[src/rtl/input_conditioner_pkg.sv]
// Shared types and defaults for the switch/button input conditioner.
// Holds the per-channel debounce state encoding and the default build parameters.
package input_conditioner_pkg;

  typedef enum logic [1:0] {
    STABLE_LOW  = 2'd0,
    WAIT_HIGH   = 2'd1,
    STABLE_HIGH = 2'd2,
    WAIT_LOW    = 2'd3
  } deb_state_t;

  localparam int         CHANNELS_DEFAULT    = 4;
  localparam int         DEBOUNCE_DEFAULT    = 1_000_000;
  localparam logic [3:0] TOGGLE_MASK_DEFAULT = 4'b0010;

endpackage

[src/rtl/input_conditioner_debounce_channel.sv]
// One conditioned input: 2-flop synchronizer, debounce FSM with stability counter,
// and registered level / rise / fall / toggle outputs.
module debounce_channel
  import input_conditioner_pkg::*;
#(
  parameter int DebounceCycles = DEBOUNCE_DEFAULT,
  parameter bit ToggleEn       = 1'b0
) (
  input  logic i_clock_50mhz,
  input  logic i_reset,
  input  logic i_raw,
  output logic o_level,
  output logic o_rise,
  output logic o_fall,
  output logic o_toggle
);

  localparam int              CntW    = (DebounceCycles > 1) ? $clog2(DebounceCycles) : 1;
  localparam logic [CntW-1:0] CntLast = CntW'(DebounceCycles - 1);
  localparam logic [CntW-1:0] CntOne  = CntW'(1);

  logic            r_sync1;
  logic            r_sync2;
  deb_state_t      r_state;
  deb_state_t      w_state_next;
  logic [CntW-1:0] r_cnt;
  logic [CntW-1:0] w_cnt_next;
  logic            w_accept_rise;
  logic            w_accept_fall;
  logic            r_level;
  logic            r_rise;
  logic            r_fall;
  logic            r_toggle;

  always_ff @(posedge i_clock_50mhz or posedge i_reset) begin
    if (i_reset) begin
      r_sync1 <= 1'b0;
      r_sync2 <= 1'b0;
      r_state <= STABLE_LOW;
      r_cnt   <= '0;
    end else begin
      r_sync1 <= i_raw;
      r_sync2 <= r_sync1;
      r_state <= w_state_next;
      r_cnt   <= w_cnt_next;
    end
  end

  // Counter restarts on every entry to or exit from a WAIT state, so it never wraps.
  always_comb begin
    w_state_next = r_state;
    w_cnt_next   = r_cnt;
    case (r_state)
      STABLE_LOW: begin
        if (r_sync2) begin
          w_state_next = WAIT_HIGH;
          w_cnt_next   = '0;
        end
      end
      WAIT_HIGH: begin
        if (!r_sync2) begin
          w_state_next = STABLE_LOW;
          w_cnt_next   = '0;
        end else if (r_cnt == CntLast) begin
          w_state_next = STABLE_HIGH;
          w_cnt_next   = '0;
        end else begin
          w_cnt_next = r_cnt + CntOne;
        end
      end
      STABLE_HIGH: begin
        if (!r_sync2) begin
          w_state_next = WAIT_LOW;
          w_cnt_next   = '0;
        end
      end
      WAIT_LOW: begin
        if (r_sync2) begin
          w_state_next = STABLE_HIGH;
          w_cnt_next   = '0;
        end else if (r_cnt == CntLast) begin
          w_state_next = STABLE_LOW;
          w_cnt_next   = '0;
        end else begin
          w_cnt_next = r_cnt + CntOne;
        end
      end
      default: begin
        w_state_next = STABLE_LOW;
        w_cnt_next   = '0;
      end
    endcase
  end

  always_comb begin
    w_accept_rise = (r_state == WAIT_HIGH) && r_sync2 && (r_cnt == CntLast);
    w_accept_fall = (r_state == WAIT_LOW) && !r_sync2 && (r_cnt == CntLast);
  end

  always_ff @(posedge i_clock_50mhz or posedge i_reset) begin
    if (i_reset) begin
      r_level  <= 1'b0;
      r_rise   <= 1'b0;
      r_fall   <= 1'b0;
      r_toggle <= 1'b0;
    end else begin
      r_rise <= w_accept_rise;
      r_fall <= w_accept_fall;
      if (w_accept_rise) begin
        r_level <= 1'b1;
      end else if (w_accept_fall) begin
        r_level <= 1'b0;
      end
      r_toggle <= ToggleEn ? (r_toggle ^ w_accept_rise) : 1'b0;
    end
  end

  assign o_level  = r_level;
  assign o_rise   = r_rise;
  assign o_fall   = r_fall;
  assign o_toggle = r_toggle;

endmodule

[src/rtl/input_conditioner.sv]
// Board input conditioner: one independent debounce channel per raw switch/button.
// Bit order feeds the downstream i_set, i_pause, i_count, i_type inputs directly.
module input_conditioner
  import input_conditioner_pkg::*;
#(
  parameter int                  Channels       = CHANNELS_DEFAULT,
  parameter int                  DebounceCycles = DEBOUNCE_DEFAULT,
  parameter logic [Channels-1:0] ToggleMask     = Channels'(TOGGLE_MASK_DEFAULT)
) (
  input  logic                i_clock_50mhz,
  input  logic                i_reset,
  input  logic [Channels-1:0] i_raw,
  output logic [Channels-1:0] o_level,
  output logic [Channels-1:0] o_rise,
  output logic [Channels-1:0] o_fall,
  output logic [Channels-1:0] o_toggle
);

  genvar gi;
  generate
    for (gi = 0; gi < Channels; gi++) begin : g_ch
      debounce_channel #(
        .DebounceCycles(DebounceCycles),
        .ToggleEn      (ToggleMask[gi])
      ) u_ch (
        .i_clock_50mhz(i_clock_50mhz),
        .i_reset      (i_reset),
        .i_raw        (i_raw[gi]),
        .o_level      (o_level[gi]),
        .o_rise       (o_rise[gi]),
        .o_fall       (o_fall[gi]),
        .o_toggle     (o_toggle[gi])
      );
    end
  endgenerate

endmodule

[config.mk]
export PLATFORM = sky130hd
export DESIGN_NAME = input_conditioner
export DESIGN_NICKNAME = d
export VERILOG_FILES = /design/src/rtl/input_conditioner_pkg.sv /design/src/rtl/input_conditioner_debounce_channel.sv /design/src/rtl/input_conditioner.sv
export SDC_FILE = /design/constraint.sdc
export NUM_CORES = 1
export LEC_CHECK = 0
export ABC_AREA = 1
export BUFFER_PORTS_ARGS = -buffer_cell sky130_fd_sc_hd__buf_2
export CAP_MARGIN = 20
export CELL_PAD_IN_SITES_DETAIL_PLACEMENT = 1
export CELL_PAD_IN_SITES_GLOBAL_PLACEMENT = 2
export CORE_ASPECT_RATIO = 1.25
export CORE_UTILIZATION = 37
export CTS_CLUSTER_SIZE = 40
export DETAILED_ROUTE_END_ITERATION = 16
export PLACE_DENSITY = 0.82
export SLEW_MARGIN = 10
export SYNTH_ARGS = -nofsm -noshare
export SYNTH_HDL_FRONTEND = slang
export SYNTH_SLANG_ARGS = --single-unit
[constraint.sdc]
create_clock -name i_clock_50mhz -period 4.5 [get_ports i_clock_50mhz]
set_clock_uncertainty 0.15 [all_clocks]
set_input_delay 0.9 -clock i_clock_50mhz [delete_from_list [all_inputs] [get_ports i_clock_50mhz]]
set_output_delay 0.9 -clock i_clock_50mhz [all_outputs]
set_load 0.005 [all_outputs]
# --- Word level (Yosys, flattened, before mapping) ---
# Index checks and enable logic that the tools add are counted.
word_totals:
  wordCells: 162
  register_bits: 109
  out_inout_bits: 16
classes:
  add_sub_neg: 4
  reduce_logical: 36
  eq_ne: 32
  bitwise: 1
  n_mux: 60
ops:
  columns: ["op", "n"]
  rows:
  - ["two-way mux 20 bit", 20]
  - ["one-hot mux 20 bit (4 select lines)", 4]
  - ["adder 20 x 1 -> 20 bit (second input constant)", 4]
  - ["== test 20 bit (second input constant)", 4]
  - ["two-way mux 2 bit", 24]
  - ["one-hot mux 2 bit (4 select lines)", 4]
  - ["== test 2 bit (second input constant)", 8]
  - ["logical AND 1 bit", 16]
  - ["AND reduction 4 bit", 4]
  - ["!= test 3 x 1 -> 1 bit (second input constant)", 4]
  - ["!= test 3 bit (second input constant)", 4]
  - ["== test 2 x 1 -> 1 bit (second input constant)", 4]
  - ["zero test 2 bit", 4]
  - ["two-way mux 1 bit", 8]
  - ["!= test 2 x 1 -> 1 bit (second input constant)", 4]
  - ["!= test 2 bit (second input constant)", 4]
  - ["AND reduction 2 bit", 4]
  - ["nonzero test 2 bit", 4]
  - ["zero test 1 bit", 4]
  - ["XOR 1 bit", 1]

# --- Logic depth before layout (Yosys ltp) ---
# Gate-level depths: netlist of run 1.
logic_depth:
  depth_word: 5
  depth_mapped: 10

# --- Hierarchy ---
# Synthesis of run 1 repeated with hierarchy kept, for this count alone.
unflattened:
  hier_cells: 823
  hier_area_um2: 6294.8
modules_own_cells:
  columns: ["module", "seq_area_each_um2", "cells_each", "area_per_inst_um2", "n_inst"]
  rows:
  - ["debounce_channel at g_ch[0].u_ch ...", 675.6, 204, 1547.7, 2]
  - ["debounce_channel at g_ch[3].u_ch", 675.6, 201, 1600.3, 1]
  - ["debounce_channel at g_ch[1].u_ch", 700.7, 214, 1599.0, 1]

# --- Least setup slack after synthesis of run 1 ---
# Ideal clock, no wire load.
synth_timing:
  path_kind: "reg2reg"
  start: "register g_ch[2].u_ch.r_cnt[0]"
  end: "register g_ch[2].u_ch.r_cnt[7]"
  path_slack_ps: 2904
  path_stages_with_launch: 8
  path_buffers: 1
  synth_period_minus_slack_ps: 1596
  arrival_time_ps: 1318
  cell_sequence: "dfrtp_1 > ha_1 > nand3_4 > nor2_8 > nand3_4 > o21bai_4 > buf_12 > o22ai_2"
synth_via:
  elab_chain_cells: 4
  word_cells_on_any_way: 6
synth_rtl:
  columns: ["element", "line_no", "source"]
  rows:
  - ["start, declared", "input_conditioner_debounce_channel.sv:26", "logic [CntW-1:0] r_cnt;"]
  - ["start signal, assigned", "input_conditioner_debounce_channel.sv:45", "r_cnt <= w_cnt_next;"]
  - ["adder 20 x 1 -> 20 bit / == test 20 bit (equally long branches)", null, null]
  - ["two-way mux 20 bit (*)", "input_conditioner_debounce_channel.sv:64, input_conditioner_debounce_channel.sv:81", null]
  - ["two-way mux 20 bit (on tied branches)", "input_conditioner_debounce_channel.sv:78, input_conditioner_debounce_channel.sv:61", null]
  - ["one-hot mux 20 bit (4 select lines) (*)", "input_conditioner_debounce_channel.sv:53", "case (r_state)"]
# Every way passes the cells marked *; elsewhere a longest branch is shown, timed or not.
# A chain may end at the register's enable or synchronous reset.

# --- Worst setup path after layout of run 1 ---
layout_timing:
  start: "register g_ch[3].u_ch.r_cnt[0]"
  end: "register g_ch[3].u_ch.r_cnt[12]"
layout_via:
  elab_chain_cells: 4
  word_cells_on_any_way: 6
layout_rtl:
  columns: ["element", "line_no"]
  rows:
  - ["start, declared", "input_conditioner_debounce_channel.sv:26"]
  - ["start signal, assigned", "input_conditioner_debounce_channel.sv:45"]
  - ["adder 20 x 1 -> 20 bit / == test 20 bit (equally long branches)", null]
  - ["two-way mux 20 bit (*)", "input_conditioner_debounce_channel.sv:64, input_conditioner_debounce_channel.sv:81"]
  - ["two-way mux 20 bit (on tied branches)", "input_conditioner_debounce_channel.sv:78, input_conditioner_debounce_channel.sv:61"]
  - ["one-hot mux 20 bit (4 select lines) (*)", "input_conditioner_debounce_channel.sv:53"]
# Marks and branches as above.

==> reports/summary.txt, run 1 <==
status: finished, final reports clean
drt wl/cell: 14.6 microns
Post-CTS Setup Bufs: 0
Leak Pwr: 3.02 nW
Arr. time, crit path: 2.21 ns
Hold Crit Depth: 0
Synth area leaders: dfrtp_1, nand2_1, nor2_1, nand3_1, inv_1
total negative slack: 0 ns
Slowest cell on crit path: dfrtp_1
DRC Markers: 0
vias per inst: 5.01
Area Overhead vs Synth: 7.94%
n_diodes: 0
DP Area: 0.00662 sq mm
pwr dens: 347 mW/mm^2
FF+latch count, synth: 109
Placer Congestion: 0.785
critical path capture point type: flip-flop
synth warn: 0
Inserted Clock Buffers: 9
most frequent cells in the layout: nand2_1, nor2_1, dfrtp_1
WHS Endpoint: g_ch[3].u_ch.r_sync2$_DFF_PP0_
Seq/Total Area, Yosys: 42.4%
Power, Total: 0.00241 W
Core ar.: 0.0169 sq mm
top cell type's share of synthesized area: 42.4%
largest net degree at the start of global routing: 74
via count: 5307
largest stage delay on the critical path: 0.42 ns
CP dominant cell by count: nand2_1
post-detail-place hpwl: 11.5 mm
worst-skew pair later-pin latency: 0.35 ns
Slew @ Worst Pin: 0.927 ns
worst r2r dst: g_ch[3].u_ch.r_cnt[12]$_DFFE_PP0P_
ys flop type: dfrtp_1
Setup Viol. Count Final: 0
Synth area leader: dfrtp_1
CTS tree: yes
synthesized area: 0.00643 sq mm
cell family with most CP delay: simple AND/OR/NAND/NOR gates
R2R depth: 10
Worst R2R Start: g_ch[3].u_ch.r_cnt[0]$_DFFE_PP0P_
chip height: 149 microns
power share of the combinational group: 17.2%
met3 wire length: 251 microns
wire length on met2: 8.11 mm
CTS Sinks: 109
Post-synth ARST share: 100%
unrepaired setup endpoints after global routing: no
row cnt: 53
root buffer cell: clkbuf_16
Design Area, Final: 0.00694 sq mm
layout cell share with drive strength beyond 1: 13.5%
Psw: 0.000751 W
register area: 0.00273 sq mm
Antenna Nets Post-Route: 0
All-Layer GR Usage: 19.0%
fin. max-slew vios: 0
Net Sw Frac: 31.2%
Nets: 847
clock share of power: 36.5%
min cycle time layout: 2.11 ns
Register-to-Register Setup Slack: 2.39 ns
CP Cell Sequence: ha_1 > nand2_1 > nor2_2 > nand2_1 > nor2_1 > nand2_1 > nand2_2 > inv_2 > nor2_4 > nor2_1
maximum vdd drop: 0.195 mV
Layout Cells excl Fill: 1060
clock tree buffer depth: 2
global route total overflow: 0
sequential power share: 46.3%
Ports: 22
vias in the first global route: 5751
CP max FO: 14
die area: 0.0179 sq mm
Syn Inst Count: 831
fill count: 2107
H-tree Lvls: 3
WP data required: 4.60 ns
Die W: 120 microns
number of max-cap violations: 0
Reg clk slew, reported paths: 0.07 ns
Achievable Freq: 0.473 GHz
Post-CTS Resized: 0
most common cell after layout, fill and taps aside: nand2_1
drt pass-1 iters: 4
kind of critical path: reg2reg
ratio of final minimum period to clock period: 46.9%
Post-synth EDFFs: 0
CP Buf/Inv Count: 1
Final Hold Fails: 0
min-delay worst type: reg2reg
WL met1: 6.87 mm
first-pass GRT wire length: 27.4 mm
initial core utilization: 38.0%
Pint: 0.00166 W
PortBufs: 18
hold buffers post-CTS: 0
Mean Syn Cell Area: 7.74 sq um
DR top layer: met4
placed insts: 1046
initial antenna violation count: 0
Iter 0 DRT Violations: 261
Cell variety after synth: 37
multi-input logic area: 0.00319 sq mm
hold wc startpoint: g_ch[3].u_ch.r_sync1$_DFF_PP0_
worst hold slack: 0.203 ns
startpoint types: flip-flop
Slew HR: 38.2%
Detailed Route WL: 15.5 mm
synth_stat cells, types with 12 or more instances:
| library cell | instances |
|---|---|
| buf_4 | 18 |
| dfrtp_1 | 109 |
| inv_1 | 73 |
| nand2_1 | 240 |
| nand3_1 | 60 |
| nand3_2 | 13 |
| nand4_1 | 19 |
| nor2_1 | 119 |
| nor2_4 | 12 |
| o21ai_0 | 16 |
| o22ai_1 | 12 |
| xor2_1 | 27 |
sequential cells by signal, summed over array words and instances (netlist names), named ones only:
signal and cells:
g_ch.u_ch.r_cnt 80, g_ch.u_ch.o_fall 4, g_ch.u_ch.o_level 4, g_ch.u_ch.o_rise 4
g_ch.u_ch.r_state 4, g_ch.u_ch.r_sync1 4, g_ch.u_ch.r_sync2 4, g_ch.u_ch.o_toggle 1
per-stage QoR:
step | utilization [%] | setup slack, ns
final | 41.1 | 2.39
after global routing | 41.1 | 2.17
after CTS | 41.1 | 2.38
after detailed placement | 39.2 | 2.30
after global placement | 39.2 | 2.35
after floorplan | - | 0.576
power groups by stage:
stage / sequential [W] / combinational [W] / clock [W]
2_1_floorplan: 0.00112 / 0.000343 / 0
3_5_place_dp: 0.00113 / 0.000423 / 0
4_1_cts: 0.00112 / 0.000425 / 0.000908
6_report: 0.00112 / 0.000414 / 0.000879
5_1_grt: 0.00112 / 0.000463 / 0.000942
3_3_place_gp: 0.00113 / 0.000405 / 0
routing by layer:
layer | up-vias | global-route usage (%)
li1 | 2639 | -
met1 | 2605 | 22.7
met2 | 38 | 34.7
met3 | 25 | 2.78
met4 | 0 | 6.31
met5 | - | 0
cells by family after synthesis:
group | after synthesis | synth area share [%]
simple gates | 491 | 35.1
mux | 1 | 0.156
fa+ha+maj | 4 | 0.778
flops | 109 | 42.4
buf+inv | 112 | 8.13
compound gates | 76 | 8.36
xor+xnor | 37 | 5.04
other cells | 1 | 0.0583
cell type report:
type | instances | area share [%]
clock inverter | 3 | 0.991
sequential | 109 | 39.3
clock buffer | 11 | 3.64
multi-input combinational | 612 | 45.9
inverter | 85 | 4.67
tap | 220 | 3.96
timing repair buffer | 20 | 1.51
how the worst max path moves through the flow:
| stage | from | endpoint | slack [ns] | cells after the start |
|---|---|---|---|---|
| floorplan | i_reset | async pin | 0.58 | 1 |
| global placement | i_reset | g_ch[1].u_ch.r_cnt[5]$_DFFE_PP0P_ | 2.35 | 3 |
| detailed placement | i_reset | g_ch[0].u_ch.r_cnt[7]$_DFFE_PP0P_ | 2.30 | 3 |
| CTS | g_ch[3].u_ch.r_cnt[0]$_DFFE_PP0P_ | g_ch[3].u_ch.r_cnt[12]$_DFFE_PP0P_ | 2.38 | 10 |
| global route | g_ch[3].u_ch.r_cnt[0]$_DFFE_PP0P_ | g_ch[3].u_ch.r_cnt[12]$_DFFE_PP0P_ | 2.17 | 10 |
| finish | g_ch[3].u_ch.r_cnt[0]$_DFFE_PP0P_ | g_ch[3].u_ch.r_cnt[12]$_DFFE_PP0P_ | 2.39 | 10 |
No activity file was read; power rests on OpenSTA's default activity.
==> run 2, diff against run 1 <==
==> constraint.sdc (replaced) <==
create_clock -name i_clock_50mhz -period 2.21 [get_ports i_clock_50mhz]
set_clock_uncertainty 0.15 [all_clocks]
set_input_delay 0.442 -clock i_clock_50mhz [delete_from_list [all_inputs] [get_ports i_clock_50mhz]]
set_output_delay 0.442 -clock i_clock_50mhz [all_outputs]
set_load 0.005 [all_outputs]
==> run 2 against run 1 <==
  * Non-clock buffer count up 9
  * Flip-flop and latch count did not move
  * Cell area is 0.67% higher
  * Power increased by 100%
==> reports/summary.txt, run 2 (same netlist as run 1, synthesis figures left out) <==
initial core utilization: 38.0%
Inserted Clock Buffers: 9
vias in the first global route: 5750
most frequent cells in the layout: nand2_1, nor2_1, dfrtp_1
most common cell after layout, fill and taps aside: nand2_1
Reg clk slew, reported paths: 0.08 ns
Post-CTS Resized: 0
worst r2r dst: g_ch[2].u_ch.r_cnt[14]$_DFFE_PP0P_
first-pass GRT wire length: 27.7 mm
DRC Markers: 0
largest net degree at the start of global routing: 43
ratio of final minimum period to clock period: 87.9%
All-Layer GR Usage: 19.2%
H-tree Lvls: 3
Arr. time, crit path: 2.05 ns
root buffer cell: clkbuf_16
Core ar.: 0.0169 sq mm
vias per inst: 5.03
CTS Sinks: 109
Ports: 22
clock tree buffer depth: 2
Worst R2R Start: g_ch[2].u_ch.r_cnt[0]$_DFFE_PP0P_
startpoint types: flip-flop
pwr dens: 689 mW/mm^2
Slew @ Worst Pin: 0.534 ns
placed insts: 1054
kind of critical path: reg2reg
Final Hold Fails: 0
Achievable Freq: 0.515 GHz
drt pass-1 iters: 5
CTS tree: yes
WP data required: 2.32 ns
layout cell share with drive strength beyond 1: 14.5%
Antenna Nets Post-Route: 0
n_diodes: 0
Slew HR: 64.3%
critical path capture point type: flip-flop
R2R depth: 8
Setup Viol. Count Final: 0
min cycle time layout: 1.94 ns
WL met1: 7.17 mm
CP max FO: 12
die area: 0.0179 sq mm
Die W: 120 microns
min-delay worst type: in2reg
Leak Pwr: 3.05 nW
Nets: 856
PortBufs: 18
chip height: 149 microns
global route total overflow: 0
max FFs per register: 80
hold wc startpoint: i_raw[1]
number of max-cap violations: 0
worst-skew pair later-pin latency: 0.37 ns
Biggest register: g_ch.u_ch.r_cnt
Placer Congestion: 0.831
drt wl/cell: 14.7 microns
met3 wire length: 243 microns
Post-CTS Setup Bufs: 0
Iter 0 DRT Violations: 236
post-detail-place hpwl: 11.8 mm
status: finished, final reports clean
unrepaired setup endpoints after global routing: no
row cnt: 53
WHS Endpoint: g_ch[1].u_ch.r_sync1$_DFF_PP0_
DR top layer: met4
maximum vdd drop: 0.383 mV
via count: 5386
initial antenna violation count: 0
Hold Crit Depth: 1
Layout Cells excl Fill: 1071
Register-to-Register Setup Slack: 0.27 ns
Area Overhead vs Synth: 8.66%
total negative slack: 0 ns
wire length on met2: 8.09 mm
fin. max-slew vios: 0
Detailed Route WL: 15.7 mm
-- run 2: changes by cell type in the layout (fill, tap and decap cells not counted), moves of 2 or more --
cell / change
clkinv_4: +2
bufinv_16: -2
clkinv_2: +2
buf_4: +7
-- run 2: what timing repair did --
action,CTS,global route
endpoints found under the hold margin,18,0
hold buffers,1,0
setup endpoints to repair,0,0
-- run 2: how the worst max path moves through the flow --
| stage | depth (start not counted) | start | end |
|---|---|---|---|
| after global routing | 9 | g_ch[3].u_ch.r_cnt[0]$_DFFE_PP0P_ | g_ch[3].u_ch.r_cnt[5]$_DFFE_PP0P_ |
| after detailed placement | 8 | g_ch[2].u_ch.r_cnt[0]$_DFFE_PP0P_ | g_ch[2].u_ch.r_cnt[14]$_DFFE_PP0P_ |
| after floorplan | 1 | i_reset | async pin |
| after CTS | 8 | g_ch[2].u_ch.r_cnt[0]$_DFFE_PP0P_ | g_ch[2].u_ch.r_cnt[14]$_DFFE_PP0P_ |
| final | 8 | g_ch[2].u_ch.r_cnt[0]$_DFFE_PP0P_ | g_ch[2].u_ch.r_cnt[14]$_DFFE_PP0P_ |
| after global placement | 8 | g_ch[2].u_ch.r_cnt[0]$_DFFE_PP0P_ | g_ch[2].u_ch.r_cnt[16]$_DFFE_PP0P_ |
-- run 2: worst max-delay path, stage by stage (launching register included) --
cell	delay, ns
dfrtp_1	0.44
ha_1	0.27
nand3_4	0.13
nor2_8	0.15
nand3_4	0.09
o21bai_4	0.39
nor2_1	0.08
nand2_1	0.08
nand2_1	0.05
-- run 2: power by group --
| part | internal (W) | switching [W] | total [W] | leakage [nW] |
|---|---|---|---|---|
| combinational | 0.000270 | 0.000642 | 0.000912 | 1.42 |
| clock | 0.000807 | 0.000825 | 0.00163 | 0.143 |
| sequential | 0.00211 | 0.000160 | 0.00227 | 1.49 |
| total | 0.00319 | 0.00163 | 0.00482 | 3.05 |
-- run 2: area by class of cell --
class / instances / area [sq um]
Sequential cell: 109 / 2730
Timing Repair Buffer: 29 / 188
Clock buffer: 10 / 239
Fill cell: 2110 / 9920
Multi-Input combinational cell: 612 / 3190
Inverter: 85 / 325
Clock inverter: 6 / 45.0
Tap cell: 220 / 275
-- run 2: through the flow --
stage	total power [W]	hold WS [ns]	utilization (%)	setup WS, ns	area [sq um]
global route	0.00508	0.0216	41.3	0.121	6990
finish	0.00482	0.0319	41.3	0.267	6990
floorplan	0.00297	0.181	-	0.303	6440
detailed placement	0.00324	0.186	39.6	0.252	6700
CTS	0.00491	0.0178	41.3	0.229	6990
global placement	0.00320	0.183	39.6	0.370	6700
-- run 2: routing by layer --
layer	up-vias	track usage (%)
met5	-	0
met4	0	5.56
met3	18	2.63
met2	32	34.3
met1	2680	23.8
li1	2656	-
